--- src/rtl/kiwi_pmu_pkg.sv ---
// Kiwi top-down PMU shared types.
// FSM states, read selects and width helper.
package kiwi_pmu_pkg;

  typedef enum logic [1:0] {
    ST_IDLE   = 2'd0,
    ST_RUN    = 2'd1,
    ST_HALTED = 2'd2
  } pmu_state_e;

  typedef enum logic [2:0] {
    SEL_TOTAL     = 3'd0,
    SEL_INST      = 3'd1,
    SEL_RETIRE    = 3'd2,
    SEL_BUBBLE    = 3'd3,
    SEL_BACKEND   = 3'd4,
    SEL_FRONTEND  = 3'd5,
    SEL_BAD_SPEC  = 3'd6,
    SEL_FLUSH_REC = 3'd7
  } rd_sel_e;

  localparam int NUM_CNT = 7;

  // Bits needed to hold values 0..n.
  function automatic int cnt_w_for(int n);
    return $clog2(n + 1);
  endfunction

endpackage

--- src/rtl/kiwi_topdown_pmu_if.sv ---
// Kiwi top-down PMU read port.
// Request/select in, pipelined data out.
interface kiwi_topdown_pmu_if #(
  parameter int CNT_W = 64
);
  logic             rd_req_i;
  logic [2:0]       rd_sel_i;
  logic             rd_vld_o;
  logic [CNT_W-1:0] rd_data_o;

  modport master (
    output rd_req_i,
    output rd_sel_i,
    input  rd_vld_o,
    input  rd_data_o
  );

  modport slave (
    input  rd_req_i,
    input  rd_sel_i,
    output rd_vld_o,
    output rd_data_o
  );
endinterface

--- src/rtl/kiwi_pmu_sat_cnt.sv ---
// Kiwi PMU saturating accumulator.
// Adds inc_i when enabled, sticks at all-ones.
module kiwi_pmu_sat_cnt #(
  parameter int CNT_W = 64,
  parameter int INC_W = 2
) (
  input  logic             clk,
  input  logic             rst_n,
  input  logic             clr_i,
  input  logic             en_i,
  input  logic [INC_W-1:0] inc_i,
  output logic [CNT_W-1:0] cnt_o,
  output logic             sat_o
);

  localparam logic [CNT_W-1:0] MAX = '1;

  logic [CNT_W-1:0] cnt_q;
  logic [CNT_W:0]   sum;

  assign sum = {1'b0, cnt_q}
             + {{(CNT_W+1-INC_W){1'b0}}, inc_i};

  // Accumulate with clamp; clear wins over enable.
  always_ff @(posedge clk or negedge rst_n) begin
    if (!rst_n) begin
      cnt_q <= '0;
    end else if (clr_i) begin
      cnt_q <= '0;
    end else if (en_i) begin
      cnt_q <= sum[CNT_W] ? MAX : sum[CNT_W-1:0];
    end
  end

  assign cnt_o = cnt_q;
  assign sat_o = (cnt_q == MAX);

endmodule

--- src/rtl/kiwi_topdown_pmu.sv ---
// Kiwi top-down PMU: slot accounting counters,
// halt detection and a 2-cycle read pipeline.
module kiwi_topdown_pmu
  import kiwi_pmu_pkg::*;
#(
  parameter int          DECODE_W      = 2,
  parameter int          RETIRE_W      = 2,
  parameter int          CNT_W         = 64,
  parameter int          FLUSH_PENALTY = 2,
  parameter logic [31:0] HALT_INST     = 32'h0000_006b
) (
  input  logic                  clk,
  input  logic                  rst_n,
  input  logic                  en_i,
  input  logic                  clr_i,
  input  logic [DECODE_W-1:0]   dec_vld_i,
  input  logic [DECODE_W*32-1:0] dec_inst_i,
  input  logic                  backend_stall_i,
  input  logic                  flush_i,
  input  logic [RETIRE_W-1:0]   retire_vld_i,
  kiwi_topdown_pmu_if.slave     rd,
  output logic                  halted_o,
  output logic                  ovf_o
);

  localparam int DW   = cnt_w_for(DECODE_W);
  localparam int RW   = cnt_w_for(RETIRE_W);
  localparam int MULT = DECODE_W * FLUSH_PENALTY;
  localparam int MW   = cnt_w_for(MULT);

  localparam logic [DW-1:0] TOT_INC = DW'(DECODE_W);

  pmu_state_e state_q;
  logic       halted_q;
  logic       ovf_q;
  logic       cnt_en;

  logic [DW-1:0] dec_pop;
  logic [DW-1:0] bub_inc;
  logic [DW-1:0] be_inc;
  logic [DW-1:0] fe_inc;
  logic [RW-1:0] ret_pop;
  logic          halt_hit;

  logic [CNT_W-1:0] c_total;
  logic [CNT_W-1:0] c_inst;
  logic [CNT_W-1:0] c_ret;
  logic [CNT_W-1:0] c_bub;
  logic [CNT_W-1:0] c_be;
  logic [CNT_W-1:0] c_fe_raw;
  logic [CNT_W-1:0] c_flush;
  logic [NUM_CNT-1:0] sat;

  logic [CNT_W+MW-1:0] rec_prod;
  logic [CNT_W-1:0]    flush_rec;
  logic [CNT_W-1:0]    frontend;
  logic [CNT_W-1:0]    bad_spec;
  logic [CNT_W-1:0]    sel_val;

  logic             s1_vld;
  logic [CNT_W-1:0] s1_data;
  logic             vld_q;
  logic [CNT_W-1:0] data_q;

  assign cnt_en = (state_q == ST_RUN);

  // Slot popcounts and halt-instruction match.
  always_comb begin
    dec_pop  = '0;
    ret_pop  = '0;
    halt_hit = 1'b0;
    for (int k = 0; k < DECODE_W; k++) begin
      if (dec_vld_i[k]) begin
        dec_pop = dec_pop + DW'(1);
        if (dec_inst_i[32*k +: 32] == HALT_INST)
          halt_hit = 1'b1;
      end
    end
    for (int k = 0; k < RETIRE_W; k++) begin
      if (retire_vld_i[k])
        ret_pop = ret_pop + RW'(1);
    end
  end

  assign bub_inc = TOT_INC - dec_pop;
  assign be_inc  = backend_stall_i ? dec_pop : '0;
  assign fe_inc  = backend_stall_i ? '0 : dec_pop;

  kiwi_pmu_sat_cnt #(.CNT_W(CNT_W), .INC_W(DW)) u_total (
    .clk(clk), .rst_n(rst_n), .clr_i(clr_i),
    .en_i(cnt_en), .inc_i(TOT_INC),
    .cnt_o(c_total), .sat_o(sat[0])
  );

  kiwi_pmu_sat_cnt #(.CNT_W(CNT_W), .INC_W(DW)) u_inst (
    .clk(clk), .rst_n(rst_n), .clr_i(clr_i),
    .en_i(cnt_en), .inc_i(dec_pop),
    .cnt_o(c_inst), .sat_o(sat[1])
  );

  kiwi_pmu_sat_cnt #(.CNT_W(CNT_W), .INC_W(RW)) u_ret (
    .clk(clk), .rst_n(rst_n), .clr_i(clr_i),
    .en_i(cnt_en), .inc_i(ret_pop),
    .cnt_o(c_ret), .sat_o(sat[2])
  );

  kiwi_pmu_sat_cnt #(.CNT_W(CNT_W), .INC_W(DW)) u_bub (
    .clk(clk), .rst_n(rst_n), .clr_i(clr_i),
    .en_i(cnt_en), .inc_i(bub_inc),
    .cnt_o(c_bub), .sat_o(sat[3])
  );

  kiwi_pmu_sat_cnt #(.CNT_W(CNT_W), .INC_W(DW)) u_be (
    .clk(clk), .rst_n(rst_n), .clr_i(clr_i),
    .en_i(cnt_en), .inc_i(be_inc),
    .cnt_o(c_be), .sat_o(sat[4])
  );

  kiwi_pmu_sat_cnt #(.CNT_W(CNT_W), .INC_W(DW)) u_fe (
    .clk(clk), .rst_n(rst_n), .clr_i(clr_i),
    .en_i(cnt_en), .inc_i(fe_inc),
    .cnt_o(c_fe_raw), .sat_o(sat[5])
  );

  kiwi_pmu_sat_cnt #(.CNT_W(CNT_W), .INC_W(1)) u_flush (
    .clk(clk), .rst_n(rst_n), .clr_i(clr_i),
    .en_i(cnt_en), .inc_i(flush_i),
    .cnt_o(c_flush), .sat_o(sat[6])
  );

  // Widened product so any overflow can be clamped.
  assign rec_prod  = {{MW{1'b0}}, c_flush}
                   * (CNT_W+MW)'(MULT);
  assign flush_rec = |rec_prod[CNT_W+MW-1:CNT_W]
                   ? '1 : rec_prod[CNT_W-1:0];

  assign frontend = (c_fe_raw > flush_rec)
                  ? c_fe_raw - flush_rec : '0;
  assign bad_spec = (c_inst > c_ret)
                  ? c_inst - c_ret : '0;

  // Read select mux over raw and derived counts.
  always_comb begin
    sel_val = '0;
    unique case (rd_sel_e'(rd.rd_sel_i))
      SEL_TOTAL:     sel_val = c_total;
      SEL_INST:      sel_val = c_inst;
      SEL_RETIRE:    sel_val = c_ret;
      SEL_BUBBLE:    sel_val = c_bub;
      SEL_BACKEND:   sel_val = c_be;
      SEL_FRONTEND:  sel_val = frontend;
      SEL_BAD_SPEC:  sel_val = bad_spec;
      SEL_FLUSH_REC: sel_val = flush_rec;
      default:       sel_val = '0;
    endcase
  end

  // Two-stage read pipe; not touched by clr_i.
  always_ff @(posedge clk or negedge rst_n) begin
    if (!rst_n) begin
      s1_vld  <= 1'b0;
      s1_data <= '0;
      vld_q   <= 1'b0;
      data_q  <= '0;
    end else begin
      s1_vld  <= rd.rd_req_i;
      s1_data <= rd.rd_req_i ? sel_val : '0;
      vld_q   <= s1_vld;
      data_q  <= s1_vld ? s1_data : '0;
    end
  end

  // Sticky overflow, raised once any counter sits at max.
  always_ff @(posedge clk or negedge rst_n) begin
    if (!rst_n) begin
      ovf_q <= 1'b0;
    end else if (clr_i) begin
      ovf_q <= 1'b0;
    end else begin
      ovf_q <= ovf_q | (|sat);
    end
  end

  // Run-state FSM with registered halted flag.
  always_ff @(posedge clk or negedge rst_n) begin
    if (!rst_n) begin
      state_q  <= ST_IDLE;
      halted_q <= 1'b0;
    end else if (clr_i) begin
      state_q  <= ST_IDLE;
      halted_q <= 1'b0;
    end else begin
      unique case (state_q)
        ST_IDLE: begin
          if (en_i)
            state_q <= ST_RUN;
        end
        ST_RUN: begin
          if (halt_hit) begin
            state_q  <= ST_HALTED;
            halted_q <= 1'b1;
          end else if (!en_i) begin
            state_q <= ST_IDLE;
          end
        end
        ST_HALTED: begin
          state_q <= ST_HALTED;
        end
        default: begin
          state_q  <= ST_IDLE;
          halted_q <= 1'b0;
        end
      endcase
    end
  end

  assign halted_o     = halted_q;
  assign ovf_o        = ovf_q;
  assign rd.rd_vld_o  = vld_q;
  assign rd.rd_data_o = data_q;

endmodule

--- src/flat_wrapper.sv ---
// flat-port wrapper written by rule: the top's interface ports become plain ports
module kiwi_topdown_pmu_flat import kiwi_pmu_pkg::*;
#(
  parameter int          DECODE_W      = 2,
  parameter int          RETIRE_W      = 2,
  parameter int          CNT_W         = 64,
  parameter int          FLUSH_PENALTY = 2,
  parameter logic [31:0] HALT_INST     = 32'h0000_006b
)
  (clk, rst_n, en_i, clr_i, dec_vld_i, dec_inst_i, backend_stall_i, flush_i, retire_vld_i, halted_o, ovf_o, rd_rd_req_i, rd_rd_sel_i, rd_rd_vld_o, rd_rd_data_o);
  kiwi_topdown_pmu_if #(.CNT_W(CNT_W)) rd_i ();
  input  logic clk;
  input  logic rst_n;
  input  logic en_i;
  input  logic clr_i;
  input  logic [DECODE_W-1:0] dec_vld_i;
  input  logic [DECODE_W*32-1:0] dec_inst_i;
  input  logic backend_stall_i;
  input  logic flush_i;
  input  logic [RETIRE_W-1:0] retire_vld_i;
  output logic halted_o;
  output logic ovf_o;
  input wire logic [$bits(rd_i.rd_req_i)-1:0] rd_rd_req_i;
  input wire logic [$bits(rd_i.rd_sel_i)-1:0] rd_rd_sel_i;
  output wire logic [$bits(rd_i.rd_vld_o)-1:0] rd_rd_vld_o;
  output wire logic [$bits(rd_i.rd_data_o)-1:0] rd_rd_data_o;
  assign rd_i.rd_req_i = rd_rd_req_i;
  assign rd_i.rd_sel_i = rd_rd_sel_i;
  assign rd_rd_vld_o = rd_i.rd_vld_o;
  assign rd_rd_data_o = rd_i.rd_data_o;
  kiwi_topdown_pmu #(.DECODE_W(DECODE_W), .RETIRE_W(RETIRE_W), .CNT_W(CNT_W), .FLUSH_PENALTY(FLUSH_PENALTY), .HALT_INST(HALT_INST)) u_core (.clk(clk), .rst_n(rst_n), .en_i(en_i), .clr_i(clr_i), .dec_vld_i(dec_vld_i), .dec_inst_i(dec_inst_i), .backend_stall_i(backend_stall_i), .flush_i(flush_i), .retire_vld_i(retire_vld_i), .rd(rd_i), .halted_o(halted_o), .ovf_o(ovf_o));
endmodule
--- config.mk ---
export PLATFORM = sky130hd
export DESIGN_NAME = kiwi_topdown_pmu_flat
export DESIGN_NICKNAME = d
export VERILOG_FILES = /design/src/rtl/kiwi_pmu_pkg.sv /design/src/rtl/kiwi_topdown_pmu_if.sv /design/src/rtl/kiwi_pmu_sat_cnt.sv /design/src/rtl/kiwi_topdown_pmu.sv /design/src/flat_wrapper.sv
export SDC_FILE = /design/constraint.sdc
export NUM_CORES = 2
export LEC_CHECK = 0
export CAP_MARGIN = 40
export CORE_ASPECT_RATIO = 0.8
export CORE_MARGIN = 3
export CORE_UTILIZATION = 30
export CTS_CLUSTER_DIAMETER = 60
export DETAILED_ROUTE_END_ITERATION = 7
export GPL_TIMING_DRIVEN = 0
export PLACE_DENSITY = 0.55
export SYNTH_ARGS = -nofsm -noshare
export SYNTH_HDL_FRONTEND = slang
export SYNTH_SLANG_ARGS = --single-unit
--- constraint.sdc ---
create_clock -name clk -period 4.8 [get_ports clk]
set_input_delay 0.96 -clock clk [delete_from_list [all_inputs] [get_ports clk]]
set_output_delay 0.96 -clock clk [all_outputs]
set_load 0.01 [all_outputs]
; ---- Word-level counts from Yosys, hierarchy flattened
; Index checks and enable logic that the tools add are counted.
[totals]
ff_bits = 582
wordCells = 105
[classes]
add_sub_neg = 12
order_cmp = 2
eq_ne = 22
muxes = 46
bitwise = 1
n_reduce_logical = 8
[op_table]
columns = op, n
row1 = two-way mux 64 bit, 26
row2 = one-hot mux 64 bit (8 select lines), 1
row3 = "equality test 64 bit, second input constant", 7
row4 = adder 64 x 2 -> 65 bit, 5
row5 = greater-than comparator 64 bit, 2
row6 = subtractor 64 bit, 2
row7 = adder 64 x 1 -> 65 bit, 1
row8 = "adder 64 x 2 -> 65 bit, second input constant", 1
row9 = "equality test 32 x 7 -> 1 bit, second input constant", 2
row10 = two-way mux 2 bit, 8
row11 = "equality test 3 bit, second input constant", 4
row12 = two-way mux 1 bit, 9
row13 = OR reduction 7 bit, 1
row14 = "equality test 3 x 2 -> 1 bit, second input constant", 2
row15 = "!= test 3 bit, second input constant", 2
row16 = one-hot mux 2 bit (3 select lines), 1
row17 = "adder 1 x 1 -> 2 bit, second input constant", 2
row18 = "!= test 4 bit, second input constant", 1
row19 = AND reduction 2 bit, 2
row20 = OR reduction 2 bit, 2
row21 = "equality test 3 x 1 -> 1 bit, second input constant", 1
row22 = zero test 3 bit, 1
row23 = "equality test 2 x 1 -> 1 bit, second input constant", 1
row24 = "equality test 2 bit, second input constant", 1
row25 = 6 further kinds, 6

; ---- Depth between registers and ports, before layout
[depth]
ltp_word = 8
ltp_mapped = 18
ltp_nobuf = 16

; ---- Hierarchy
; Synthesis repeated with hierarchy kept, for this count alone.
[hier_totals]
cells_unflattened = 5442
hier_area_um2 = 44741.7
[by_module_without_submodules]
columns = module, instances, cells_per_inst, area_per_inst_um2, seq_area_each_um2
row1 = kiwi_pmu_sat_cnt (u_core.u_be ...), 5, 465, 4086.4, 1601.5
row2 = kiwi_topdown_pmu, 1, 2185, 16185.5, 3353.2
row3 = kiwi_pmu_sat_cnt (u_core.u_inst), 1, 466, 4151.5, 1601.5
row4 = kiwi_pmu_sat_cnt (u_core.u_flush), 1, 466, 3972.6, 1601.5

; ---- Worst setup path before layout
; No wires, ideal clock.
[synth_timing]
kind = input-to-reg
startpoint = input dec_vld_i[0]
endpoint = register u_core.u_inst.cnt_q[44] (netlist: u_core.u_inst.cnt_o[44])
setup_time_ns = 0.099
arrival_ns = 3.902
setup_slack_ns = 0.798
cell_stages = 14
path_buffers = 3
path_cell_list = inv_1 -> ha_1 -> ha_1 -> inv_1 -> fa_1 -> or3_1 -> or4_1 -> clkbuf_1 -> or2_2 -> clkbuf_1 -> clkbuf_1 -> a21oi_1 -> nor2_1 -> a311oi_1
[synth_between]
elab_chain_cells = 7
[synth_lines]
columns = element, line_no
row1 = "start, declared", flat_wrapper.sv:16  ; input logic [DECODE_W-1:0] dec_vld_i;
row2 = two-way mux 1 bit *, kiwi_topdown_pmu.sv:73  ; if (dec_vld_i[k]) begin
row3 = adder 1 x 1 -> 2 bit, kiwi_topdown_pmu.sv:74  ; dec_pop = dec_pop + DW'(1);
row4 = two-way mux 2 bit *, kiwi_topdown_pmu.sv:73
row5 = adder 64 x 2 -> 65 bit *, kiwi_pmu_sat_cnt.sv:22  ; + {{(CNT_W+1-INC_W){1'b0}}, inc_i};
row6 = two-way mux 64 bit *, kiwi_pmu_sat_cnt.sv:31  ; cnt_q <= sum[CNT_W] ? MAX : sum[CNT_W-1:0];
row7 = two-way mux 64 bit *, kiwi_pmu_sat_cnt.sv:30  ; end else if (en_i) begin
row8 = two-way mux 64 bit *, kiwi_pmu_sat_cnt.sv:28  ; end else if (clr_i) begin
row9 = "end signal, assigned", kiwi_pmu_sat_cnt.sv:31
row10 = "end, declared", kiwi_pmu_sat_cnt.sv:18  ; logic [CNT_W-1:0] cnt_q;
; Every way passes the cells marked *; elsewhere a longest branch is shown, timed or not. The select of a mux whose other input is x is not followed.
; A chain may end at the register's enable or synchronous reset.

; ---- Worst setup path in the final report
[layout_timing]
startpoint = register u_core.u_flush.cnt_q[62] (netlist: u_core.u_flush.cnt_o[62])
endpoint = register u_core.s1_data[59]
[layout_between]
elab_chain_cells = 6
word_cells_on_any_way = 7
cone_classes = add/sub: 1 / order compare: 1 / mux: 4 / reduce/logical: 1
[layout_lines]
columns = element, line_no
row1 = "start, declared", kiwi_pmu_sat_cnt.sv:18
row2 = "start signal, assigned", kiwi_pmu_sat_cnt.sv:31
row3 = OR reduction 2 bit *, kiwi_topdown_pmu.sv:134  ; assign flush_rec = |rec_prod[CNT_W+MW-1:CNT_W]
row4 = two-way mux 64 bit *, kiwi_topdown_pmu.sv:135  ; ? '1 : rec_prod[CNT_W-1:0];
row5 = subtractor 64 bit / greater-than comparator 64 bit (equally long branches), "kiwi_topdown_pmu.sv:138, kiwi_topdown_pmu.sv:137"
row6 = two-way mux 64 bit, kiwi_topdown_pmu.sv:138  ; ? c_fe_raw - flush_rec : '0;
row7 = one-hot mux 64 bit (8 select lines) *, kiwi_topdown_pmu.sv:145  ; unique case (rd_sel_e'(rd.rd_sel_i))
row8 = two-way mux 64 bit *, kiwi_topdown_pmu.sv:167  ; s1_data <= rd.rd_req_i ? sel_val : '0;
row9 = "end signal, assigned", kiwi_topdown_pmu.sv:167
row10 = "end, declared", kiwi_topdown_pmu.sv:61  ; logic [CNT_W-1:0] s1_data;
; Every way passes the cells marked *; elsewhere a longest branch is shown, timed or not.

==> results by group <==
Placement
  • Placed wire-length estimate: roughly 190,000 um
  • Post-placement setup slack: -1770 ps
  • Number of cells in the design after placement: between 7,000 and 8,000
  • Placer congestion estimate: 1.12
  • Port Buffer Count: 143

Route
  • Total routed wirelength: ~230,000 um
  • Number of vias after detailed routing: ~46,000
  • Wire length per cell: 32.4 um
  • Post-DRT Antenna Nets: 0
  • DRC marker count from the first detailed-route iteration: between 7,000 and 8,000
  • Vias per std cell: 6.36
  • First-pass iteration count of the detailed router: 6
  • Post-route DRC violation count: 0

Timing
  • Hold Fails Final Rpt: 0
  • Highest achievable clock rate: 203 MHz
  • Post-route setup slack: -130 ps
  • RSZ-0062 raised after global routing: true
  • Final TNS setup: -261 ps
  • Number of slew-limit violations in the final report: 0
  • Crit share post-route: 1.03
  • Slew at the pin closest to its max-slew limit: 1070 ps
  • Count of endpoints failing setup in the final report: 5
  • Post-route minimum period: 4930 ps
  • Layout Skew: 32.5 ps
  • Worst hold-check slack: 322 ps
  • Headroom to the max-slew limit: 0.289

Global route
  • Overflow left after global routing: 0
  • Antenna violations before repair: 31
  • Vias in the first global route: 41,600
  • Combined global-route utilization of all metal layers: 0.327
  • First-pass GRT wire length: 324,000 um
  • Maximum number of pins on one net before global-route repair: 124

Final layout
  • Fraction of final layout cells with drive strength greater than 1: 0.0869
  • Layout fillers: 13,800
  • Synth-to-layout area growth: 21.0%
  • # nets final: about 5,600
  • Number of non-filler instances in the completed layout: slightly above 7,000

Power and ir drop
  • IR drop worst, VDD: between 0.2 and 0.3 mV
  • Clock share of power: 0.450
  • Final Power: 0.0125 W
  • Power share of the combinational group: 0.152
  • Internal power of the cells: roughly 0.0087 W
  • Static leakage: 19.7 nW
  • Net Switching: 0.00385 W
  • Share of power burned in registers: 0.398
  • Switching part of the total power: 0.308
  • Power density cells: 257 mW/mm^2

Yosys
  • Share of async-settable or async-resettable flops after synthesis: 1.00
  • Number of flops mapped to enable cells by yosys: 0
  • Number of cells produced by synthesis: 5,084
  • Warnings from Yosys: 0
  • Per-instance average area after synthesis: between 7 and 8 sq um
  • Post-synthesis instance area: 0.0402 sq mm
  • Flip-flop cell with the highest count after synthesis: sky130_fd_sc_hd__dfrtp_1
  • Number of unique standard cell types used by synthesis: 90
  • Synth Net Count: 5,312
  • Sequential share of the synthesized area: 0.362
  • Number of flip-flops and latches in the synthesized netlist: 582

Clock network
  • Clock transition at the registers of the reported paths: 60 ps
  • Clock Latency Late Sink: 700 ps
  • Clock root buffer master: sky130_fd_sc_hd__clkbuf_16
  • Clock tree from TritonCTS: done
  • H-tree depth reported by CTS: 3
  • CTS max path bufs: 3
  • Count of clock tree sinks: 582
  • CTS buffer count: 73

Setup path
  • CP max-delay cell: sky130_fd_sc_hd__o41ai_4
  • Largest stage delay on the critical path: approximately 600 ps
  • Critical path class: reg2reg
  • Endpoint type of the worst setup path: flip-flop
  • Required time worst endpoint: 5340 ps
  • Startpoint type of the worst setup path: flip-flop
  • Worst-path maximum fanout: 10
  • Data arrival time of the worst path: 5470 ps
  • Crit path cell chain: buf_6 > nor2_4 > inv_4 > buf_4 > nor2_4 > ha_1 > and3_1 > nand2_1 > nor4_4 > nor4b_4 > nand4_1 > nand4_1 > a2111o_1 > nand2_4 > and4b_1 > o41ai_4 > o21ai_2

Die
  • FP Rows: 119
  • Core Box Area: 0.132 sq mm
  • Overall die width: 415 um
  • Starting utilization of the core area: 0.304
  • Floorplan die height: 333 um
  • Total die area: about 0.14 sq mm
  • IO Pins: 145

Run status
  • Violated checks: setup timing
  • Status: finished with violations

Job
  • Number of max-cap violations: 0

Hold path
  • Hold Crit Class: in2async
## metal layers
| metal | vias up | GRT usage | wire length (um) |
|---|---|---|---|
| met5 | - | 0 | 151 |
| li1 | 19400 | - | - |
| met1 | 22600 | 0.450 | 95600 |
| met4 | 22 | 0.149 | 12600 |
| met2 | 3396 | 0.429 | 88600 |
| met3 | 611 | 0.151 | 37100 |
## power groups by stage
stage | registers (W) | clock network [W] | logic (W)
after floorplan | 0.00507 | 0 | 0.000668
after global placement | 0.00509 | 0 | 0.00158
after detailed placement | 0.00507 | 0 | 0.00167
after CTS | 0.00498 | 0.00570 | 0.00177
after global routing | 0.00498 | 0.00590 | 0.00190
final | 0.00498 | 0.00563 | 0.00190
## critical path: cells and delay by family, from the launching register on
kind            cells  cell delay, ps
fa+ha+maj           1             320
simple gates       10            2660
buf+inv             3             460
flops               1             370
compound gates      3             940
## cells in the mapped netlist, drive strengths merged (110+ instances only)
cell type | instances | area [sq um]
nor3 | 177 | 886
inv | 174 | 653
nand3 | 231 | 1160
ha | 144 | 1800
a21oi | 633 | 3170
and3 | 114 | 713
a211oi | 110 | 836
nor2 | 561 | 2120
nand2 | 446 | 1680
clkbuf | 269 | 1010
o21ai | 389 | 1950
dfrtp | 582 | 14600
## cell type report
| class | count | area [sq um] | share of cell area |
|---|---|---|---|
| Clock inverter | 29 | 319 | 0.00656 |
| Buffer | 300 | 1280 | 0.0264 |
| Antenna cell | 33 | 82.6 | 0.00170 |
| Tap cell | 1754 | 2190 | 0.0451 |
| Clock buffer | 101 | 2040 | 0.0420 |
| Multi-Input combinational cell | 4018 | 24900 | 0.511 |
| Sequential cell | 582 | 14600 | 0.299 |
| Timing Repair Buffer | 239 | 2640 | 0.0542 |
| Inverter | 174 | 656 | 0.0135 |
## cells by family after synthesis
logic type | count (synthesis) | synth area share
AO/OA/AOI/OAI | 1711 | 0.263
XOR/XNOR | 143 | 0.0311
adder cells (fa/ha/maj) | 150 | 0.0478
flip-flops | 582 | 0.362
buffers and inverters | 484 | 0.0466
AND/OR/NAND/NOR | 1953 | 0.234
multiplexers | 61 | 0.0152
## worst paths after layout
check,slack (ps),cells past startpoint,endpoint,from
worst max-delay path,-130,17,u_core.s1_data[59],u_core.u_flush.cnt_o[62]
worst min-delay path,320,1,u_core.u_flush.cnt_o[20],rst_n
worst max register to register,-130,17,u_core.s1_data[59],u_core.u_flush.cnt_o[62]
worst min register to register,370,0,u_core.rd.rd_vld_o,u_core.s1_vld
max in group asynchronous,2470,4,u_core.u_inst.cnt_o[55],rst_n
min in group clk,370,0,u_core.rd.rd_vld_o,u_core.s1_vld
## timing repair
item                                    in CTS  in global routing
endpoints found under the setup margin     152                136
hold buffers                                 0                  0
setup buffers                               12                  6
pin swaps                                   21                  6
gates resized for setup                    225                 37
## through the flow
step | area, sq um | utilization
after floorplan | 40200 | -
after global placement | 43800 | 0.331
after detailed placement | 44900 | 0.339
after CTS | 48400 | 0.366
after global routing | 48600 | 0.367
final | 48700 | 0.368
## flip-flops by register name, summed over array words and instances (netlist names)
name                  cells
u_core.s1_vld             1
u_core.u_flush.cnt_o     64
u_core.u_ret.cnt_o       64
u_core.u_total.cnt_o     64
u_core.u_be.cnt_o        64
u_core.u_bub.cnt_o       64
u_core.rd.rd_data_o      64
u_core.u_inst.cnt_o      64
u_core.halted_o           1
u_core.ovf_o              1
u_core.rd.rd_vld_o        1
u_core.state_q            2
u_core.u_fe.cnt_o        64
u_core.s1_data           64
## cells in the final DEF (no fill, tap or decap), drive strengths merged, types with 38 or more instances in the layout
master	count
or3	38
nor2	561
a211oi	110
a31oi	67
xnor2	73
nor3	177
o21ai	389
dfrtp	582
nand3	231
clkdlybuf4s50	142
a21oi	633
inv	188
nand4	103
buf	140
mux2i	61
a311oi	81
xor2	70
clkbuf	357
and2	108
a21o	75
ha	144
and3	114
nand2	446
nor4	46
o22ai	84
a221oi	66
No activity file was read; power rests on OpenSTA's default activity.
